==> config.mk <==
export PLATFORM = sky130hd
export DESIGN_NAME = mux_arb_n_to_1
export DESIGN_NICKNAME = d
export VERILOG_FILES = /design/src/rtl/mux_pkg.sv /design/src/rtl/mux_arb_n_to_1_rr_arbiter.sv /design/src/rtl/mux_arb_n_to_1.sv
export SDC_FILE = /design/constraint.sdc
export NUM_CORES = 1
export LEC_CHECK = 0
export ABC_AREA = 1
export CAP_MARGIN = 20
export CORE_MARGIN = 2
export CORE_UTILIZATION = 30
export CTS_CLUSTER_DIAMETER = 60
export DETAILED_ROUTE_END_ITERATION = 7
export PLACE_DENSITY = 0.74
export SYNTH_ARGS = -nofsm -noshare
export SYNTH_HDL_FRONTEND = slang
export SYNTH_SLANG_ARGS = --single-unit
==> constraint.sdc <==
create_clock -name Clk -period 1.44 [get_ports Clk]
set_clock_uncertainty 0.2 [all_clocks]
set_input_delay 0.288 -clock Clk [delete_from_list [all_inputs] [get_ports Clk]]
set_output_delay 0.288 -clock Clk [all_outputs]
set_load 0.05 [all_outputs]
==> src/rtl/mux_pkg.sv <==
// Shared constants and helpers for the N-to-1 arbitrating multiplexer.
package mux_pkg;

  // Channel selection policies.
  localparam int MODE_FIXED = 0;
  localparam int MODE_RR    = 1;

  // Ceiling log2; clog2(1) = 0.
  function automatic int clog2(input int value);
    int r;
    int v;
    r = 0;
    v = value - 1;
    while (v > 0) begin
      r = r + 1;
      v = v >>> 1;
    end
    return r;
  endfunction

  // Index width: never narrower than one bit so N=1 still has a select port.
  function automatic int selw(input int n);
    return (clog2(n) < 1) ? 1 : clog2(n);
  endfunction

endpackage

==> src/rtl/mux_arb_n_to_1_rr_arbiter.sv <==
// Round-robin search: first requesting channel at or after ptr, wrapping modulo N.
module rr_arbiter
  import mux_pkg::*;
#(
  parameter  int N    = 4,
  localparam int SELW = selw(N)
) (
  input  logic [N-1:0]    req,
  input  logic [SELW-1:0] ptr,
  output logic            grant_vld,
  output logic [SELW-1:0] grant_idx
);

  int cand;

  // Walk the channels starting at ptr; the first request found wins.
  always_comb begin
    grant_vld = 1'b0;
    grant_idx = '0;
    cand      = 0;
    for (int k = 0; k < N; k++) begin
      cand = (int'(ptr) + k) % N;
      if (!grant_vld && req[cand]) begin
        grant_vld = 1'b1;
        grant_idx = SELW'(cand);
      end
    end
  end

endmodule

==> src/rtl/mux_arb_n_to_1.sv <==
// N-to-1 multiplexer with a one-deep registered output stage and either a
// fixed (sel-driven) or round-robin channel selection policy.
module mux_arb_n_to_1
  import mux_pkg::*;
#(
  parameter  int WIDTH = 32,
  parameter  int N     = 4,
  parameter  int MODE  = MODE_FIXED,
  localparam int SELW  = selw(N)
) (
  input  logic                 Clk,
  input  logic                 Reset,
  input  logic [N*WIDTH-1:0]   in_data,
  input  logic [N-1:0]         in_valid,
  output logic [N-1:0]         in_ready,
  input  logic [SELW-1:0]      sel,
  output logic [WIDTH-1:0]     out_data,
  output logic                 out_valid,
  input  logic                 out_ready,
  output logic [SELW-1:0]      out_src
);

  logic             load_en;
  logic             grant_vld;
  logic [SELW-1:0]  grant_idx;
  logic [WIDTH-1:0] grant_word;

  logic [WIDTH-1:0] out_data_reg;
  logic             out_valid_reg;
  logic [SELW-1:0]  out_src_reg;

  // The output slot can take a new word when it is empty or being drained;
  // reset blocks any acceptance combinationally.
  assign load_en = (!out_valid_reg || out_ready) && !Reset;

  generate
    if (MODE == MODE_RR) begin : g_rr
      logic [SELW-1:0] ptr_reg;
      logic            arb_vld;
      logic [SELW-1:0] arb_idx;

      rr_arbiter #(.N(N)) u_arb (
        .req       (in_valid),
        .ptr       (ptr_reg),
        .grant_vld (arb_vld),
        .grant_idx (arb_idx)
      );

      // Grant the arbiter's pick when the output slot is free; ready only to the winner.
      always_comb begin
        grant_vld = load_en && arb_vld;
        grant_idx = arb_idx;
        in_ready  = '0;
        for (int i = 0; i < N; i++) begin
          in_ready[i] = grant_vld && (arb_idx == SELW'(i));
        end
      end

      // Pointer moves just past the last granted channel; holds otherwise.
      always_ff @(posedge Clk) begin
        if (Reset) begin
          ptr_reg <= '0;
        end else if (grant_vld) begin
          ptr_reg <= (int'(grant_idx) == N - 1) ? '0 : grant_idx + 1'b1;
        end
      end
    end else begin : g_fixed
      // Ready follows sel alone (no cross-channel valid dependency); grant
      // needs the selected channel to be valid, and an out-of-range sel matches nothing.
      always_comb begin
        in_ready  = '0;
        grant_vld = 1'b0;
        grant_idx = sel;
        for (int i = 0; i < N; i++) begin
          if (sel == SELW'(i)) begin
            in_ready[i] = load_en;
            grant_vld   = load_en && in_valid[i];
          end
        end
      end
    end
  endgenerate

  // Pick the granted channel's word out of the flat input bus.
  always_comb begin
    grant_word = '0;
    for (int i = 0; i < N; i++) begin
      if (grant_idx == SELW'(i)) begin
        grant_word = in_data[i*WIDTH +: WIDTH];
      end
    end
  end

  // Output register: load on grant, empty on drain without grant, hold on stall.
  always_ff @(posedge Clk) begin
    if (Reset) begin
      out_data_reg  <= '0;
      out_src_reg   <= '0;
      out_valid_reg <= 1'b0;
    end else if (grant_vld) begin
      out_data_reg  <= grant_word;
      out_src_reg   <= grant_idx;
      out_valid_reg <= 1'b1;
    end else if (out_ready) begin
      out_valid_reg <= 1'b0;
    end
  end

  assign out_data  = out_data_reg;
  assign out_src   = out_src_reg;
  assign out_valid = out_valid_reg;

endmodule
==> metrics.md <==
| Metric | Value |
|---|---|
| Status | `complete, but fails checks` |
| Failing checks | `setup timing` |
| Detailed placement HPWL | `7080 um` |
| Fraction of the mapped netlist area in compound gates | `0.0486` |
| Final min period | `1.66 ns` |
| Clock tree from TritonCTS | `yes` |
| Crit path buffers/inverters | `2` |
| Final routed DRC violation total | `0` |
| Worst hold path type | `in -> reg` |
| Pre-Repair DR Iteration Count | `4` |
| Final Hold Fails | `0` |
| Number of buffers inserted by hold repair at cts | `0` |
| Remaining global-route overflow | `0` |
| Post-route clock period utilization | `1.15` |
| Largest driver fanout on the critical path | `4` |
| Final Net Count | `720` |
| Setup repair after global routing missed its margin | `yes` |
| Largest voltage drop on the vdd net | `0.340 mV` |
| DIE WIDTH | `90.9 um` |
| Slew at the pin closest to its max-slew limit | `~0.23 ns` |
| Number of filler cells placed in the layout | `600` |
| Cell area after synthesis | `2270 sq um` |
| Post-Synthesis Net Count | `between 500 and 600` |
| Wire length of the first global-routing pass | `14500 um` |
| Top cells by count, synth | `165 x sky130_fd_sc_hd__nand2_1, 71 x sky130_fd_sc_hd__nor2_1, 35 x sky130_fd_sc_hd__dfxtp_1` |
| Die footprint | `8260 sq um` |
| Count of boundary I/O pins | `176` |
| Vertical extent of the die | `90.9 um` |
| Max reg flops | `32` |
| Count of maximum capacitance violations | `0` |
| Antenna violation net count after detailed routing | `0` |
| Core Box Area | `roughly 7300 sq um` |
| Crit path arrival time | `1.17 ns` |
| CP required | `~0.95 ns` |
| Final setup margin | `-0.217 ns` |
| Pins Over Slew Limit | `0` |
| Clock tree root buffer cell | `sky130_fd_sc_hd__clkbuf_8` |
| FMAX | `604 MHz` |
| Crit path launch type | `flip-flop` |
| Global router's overall resource usage | `0.218` |
| Main combinational cell family by area after synthesis | `simple AND/OR/NAND/NOR gates` |
| Worst skew pair latency | `roughly 0.28 ns` |
| Area delta synth->final | `126%` |
| Drt initial violations | `82` |
| Clock slew at reported path FFs | `0.07 ns` |
| Number of rows in the core area | `31` |
| Internal Dissipation | `2.51 mW` |
| Main synth FF type | `sky130_fd_sc_hd__dfxtp_1` |
| Initial core utilization | `0.311` |
| Mux cell area share after synthesis | `0` |
| Total negative slack | `-6.05 ns` |
| Leakage dissipation | `roughly 2.2 nW` |
| Share of Yosys cell area claimed by the top area cell type | `0.309` |
| P_sw | `1.31 mW` |
| Final weighted congestion in routability-driven placement | `0.803` |
| Post-Syn Instances | `390` |
| Buffers on Ports | `about 180` |
| Worst path top cell family by delay | `flip-flops` |
| Maximum number of pins on one net before global-route repair | `27` |
| Area share of and/or/nand/nor cells after synthesis | `0.573` |
| Part of the total power dissipated in sequential elements | `0.303` |
| Post-synth EDFFs | `0` |
| Ratio of routed vias to standard cells | `4.70` |
| Number of clock sinks seen by CTS | `35` |
| Via count of the first global-routing pass | `3026` |
| Maximum number of buffers from clock root to sink | `2` |
| Classification of the worst setup path | `reg -> out` |
| Total of flip-flops plus latches after synthesis | `35` |
| Adder-cell share of the synthesized area | `0` |
| Ratio of cells with drive above 1 in the final layout | `0.252` |
| Share of synthesized area occupied by flip-flops and latches | `0.309` |
| Slew Limit Headroom | `0.843` |
| Number of antenna diodes | `0` |
| Total number of vias | `between 3000 and 4000` |
| Worst setup EP type | `output pin` |
| Most area-consuming cells after synthesis | `sky130_fd_sc_hd__dfxtp_1 31%, sky130_fd_sc_hd__nand2_1 27%, sky130_fd_sc_hd__nor2_1 12%, sky130_fd_sc_hd__nand3_1 5.3%, sky130_fd_sc_hd__nand3b_1 5.0%` |
| Total wire length | `9350 um` |
| Xor and xnor area share after synthesis | `0` |
| Async S/R FF share, synth | `0` |
| Number of placed instances, taps included | `665` |
| Number of endpoints failing setup at the final stage | `40` |
| Portion of total power attributed to the clock network | `0.224` |
| Number of distinct library cells after synthesis | `19` |
| Final std cells w/o fill | `683` |
| Worst stage delay on the critical path | `0.36 ns` |
| Worst hold slack | `approximately 0.14 ns` |
| Average routed wire per standard cell | `13.7 um` |
| Part of the total power dissipated in combinational logic | `0.473` |
| Leading cell type by number of instances after synthesis | `sky130_fd_sc_hd__nand2_1` |
| Sw frac | `0.342` |
| Cell taking the most area after synthesis | `sky130_fd_sc_hd__dfxtp_1` |
| Yosys Warn Count | `0` |
| Mean cell area of the mapped netlist | `5.81 sq um` |
| CTS buffer count | `5` |
| Cell breakdown of the critical path | `a21oi_4, inv_4, nor2_4, buf_12` |
| Depth of the CTS H-tree | `2` |
| Library cell contributing the largest single delay on the critical path | `sky130_fd_sc_hd__dfxtp_4` |
| Power density over the cells | `747 nW/um^2` |
| Number of antenna violations at the first check in global routing | `0` |
[timing repair]
| action | 4_1_cts | 5_1_grt |
|---|---|---|
| resized for setup | 45 | 34 |
| buffers inserted | 7 | 4 |
| cloned | 1 | 1 |
| pin swaps | 8 | 2 |
| endpoints found under the setup margin | 39 | 40 |
[per-layer routing]
| metal | track usage | wire length (um) | vias up |
|---|---|---|---|
| met4 | 0.0808 | 159 | 0 |
| met3 | 0.0701 | 1000 | 11 |
| met5 | 0 | 0 | - |
| li1 | - | - | 1617 |
| met1 | 0.218 | 3450 | 1431 |
| met2 | 0.417 | 4740 | 150 |
[worst register-to-register path, stage by stage, from the launching register on]
cell,delay (ns)
sky130_fd_sc_hd__dfxtp_4,0.37
sky130_fd_sc_hd__buf_6,0.12
sky130_fd_sc_hd__nand2_8,0.08
sky130_fd_sc_hd__nand3_4,0.08
sky130_fd_sc_hd__nor2_4,0.04
sky130_fd_sc_hd__nor2_4,0.19
sky130_fd_sc_hd__nand2_4,0.11
sky130_fd_sc_hd__clkbuf_16,0.19
sky130_fd_sc_hd__nor2_1,0.09
sky130_fd_sc_hd__nor2_1,0.05
[cells in the final DEF (no fill, tap or decap), types with 2 or more instances in the layout]
| cell | count |
|---|---|
| sky130_fd_sc_hd__dfxtp_1 | 34 |
| sky130_fd_sc_hd__nand2_1 | 149 |
| sky130_fd_sc_hd__a21oi_1 | 19 |
| sky130_fd_sc_hd__clkdlybuf4s50_1 | 129 |
| sky130_fd_sc_hd__nand3_4 | 3 |
| sky130_fd_sc_hd__dlygate4sd2_1 | 3 |
| sky130_fd_sc_hd__nand2_4 | 2 |
| sky130_fd_sc_hd__nor2_1 | 50 |
| sky130_fd_sc_hd__inv_2 | 8 |
| sky130_fd_sc_hd__buf_12 | 43 |
| sky130_fd_sc_hd__nand3_2 | 2 |
| sky130_fd_sc_hd__nor2_4 | 14 |
| sky130_fd_sc_hd__nand3_1 | 19 |
| sky130_fd_sc_hd__inv_1 | 3 |
| sky130_fd_sc_hd__clkbuf_16 | 2 |
| sky130_fd_sc_hd__nand4_1 | 14 |
| sky130_fd_sc_hd__clkbuf_8 | 6 |
| sky130_fd_sc_hd__nand3b_1 | 15 |
| sky130_fd_sc_hd__buf_4 | 19 |
| sky130_fd_sc_hd__nand2_2 | 14 |
| sky130_fd_sc_hd__o21ai_2 | 2 |
| sky130_fd_sc_hd__clkdlybuf4s15_1 | 2 |
| sky130_fd_sc_hd__buf_6 | 7 |
| sky130_fd_sc_hd__nor2_2 | 16 |
[power by group through the flow]
stage               clock network [mW]  registers, mW  logic [mW]
floorplan                            0           1.44       0.459
detailed placement                   0           1.18        1.67
global placement                     0           1.18        1.65
CTS                              0.869           1.16        1.75
global route                     0.906           1.17        1.92
finish                           0.857           1.16        1.81
[kinds of logic after synthesis]
logic type | Yosys count
AND/OR/NAND/NOR | 299
flip-flops | 35
AO/OA/AOI/OAI | 22
buffers and inverters | 34
[worst paths after layout]
kind / start / end / slack (ns) / cells after the start
hold / removal: sel[0] / out_src[0] / 0.14 / 3
setup / recovery: out_valid / in_ready[3] / -0.22 / 4
hold reg to reg: out_data[28] / out_data[28] / 0.32 / 2
setup reg to reg: out_valid / out_data[23] / -0.18 / 9
[area by class of cell]
class,instances,area [sq um],area share
inverters,12,47.5,0.00929
well taps,99,124,0.0242
flip-flops and latches,35,704,0.138
multi-input cells,321,1630,0.319
repair buffers,208,2500,0.488
clock inverters,1,5.00,0.000978
clock buffers,7,108,0.0210
[per-stage QoR]
stage / area [sq um] / utilization / power, mW / setup slack (ns)
detailed placement: 4670 / 0.641 / 2.85 / -0.664
floorplan: 2330 / - / 1.89 / -0.0698
CTS: 4990 / 0.684 / 3.77 / -0.234
finish: 5120 / 0.702 / 3.82 / -0.217
global route: 5120 / 0.702 / 3.99 / -0.264
global placement: 4670 / 0.641 / 2.83 / -0.616
Note: power is estimated with default switching activity, not from simulation.
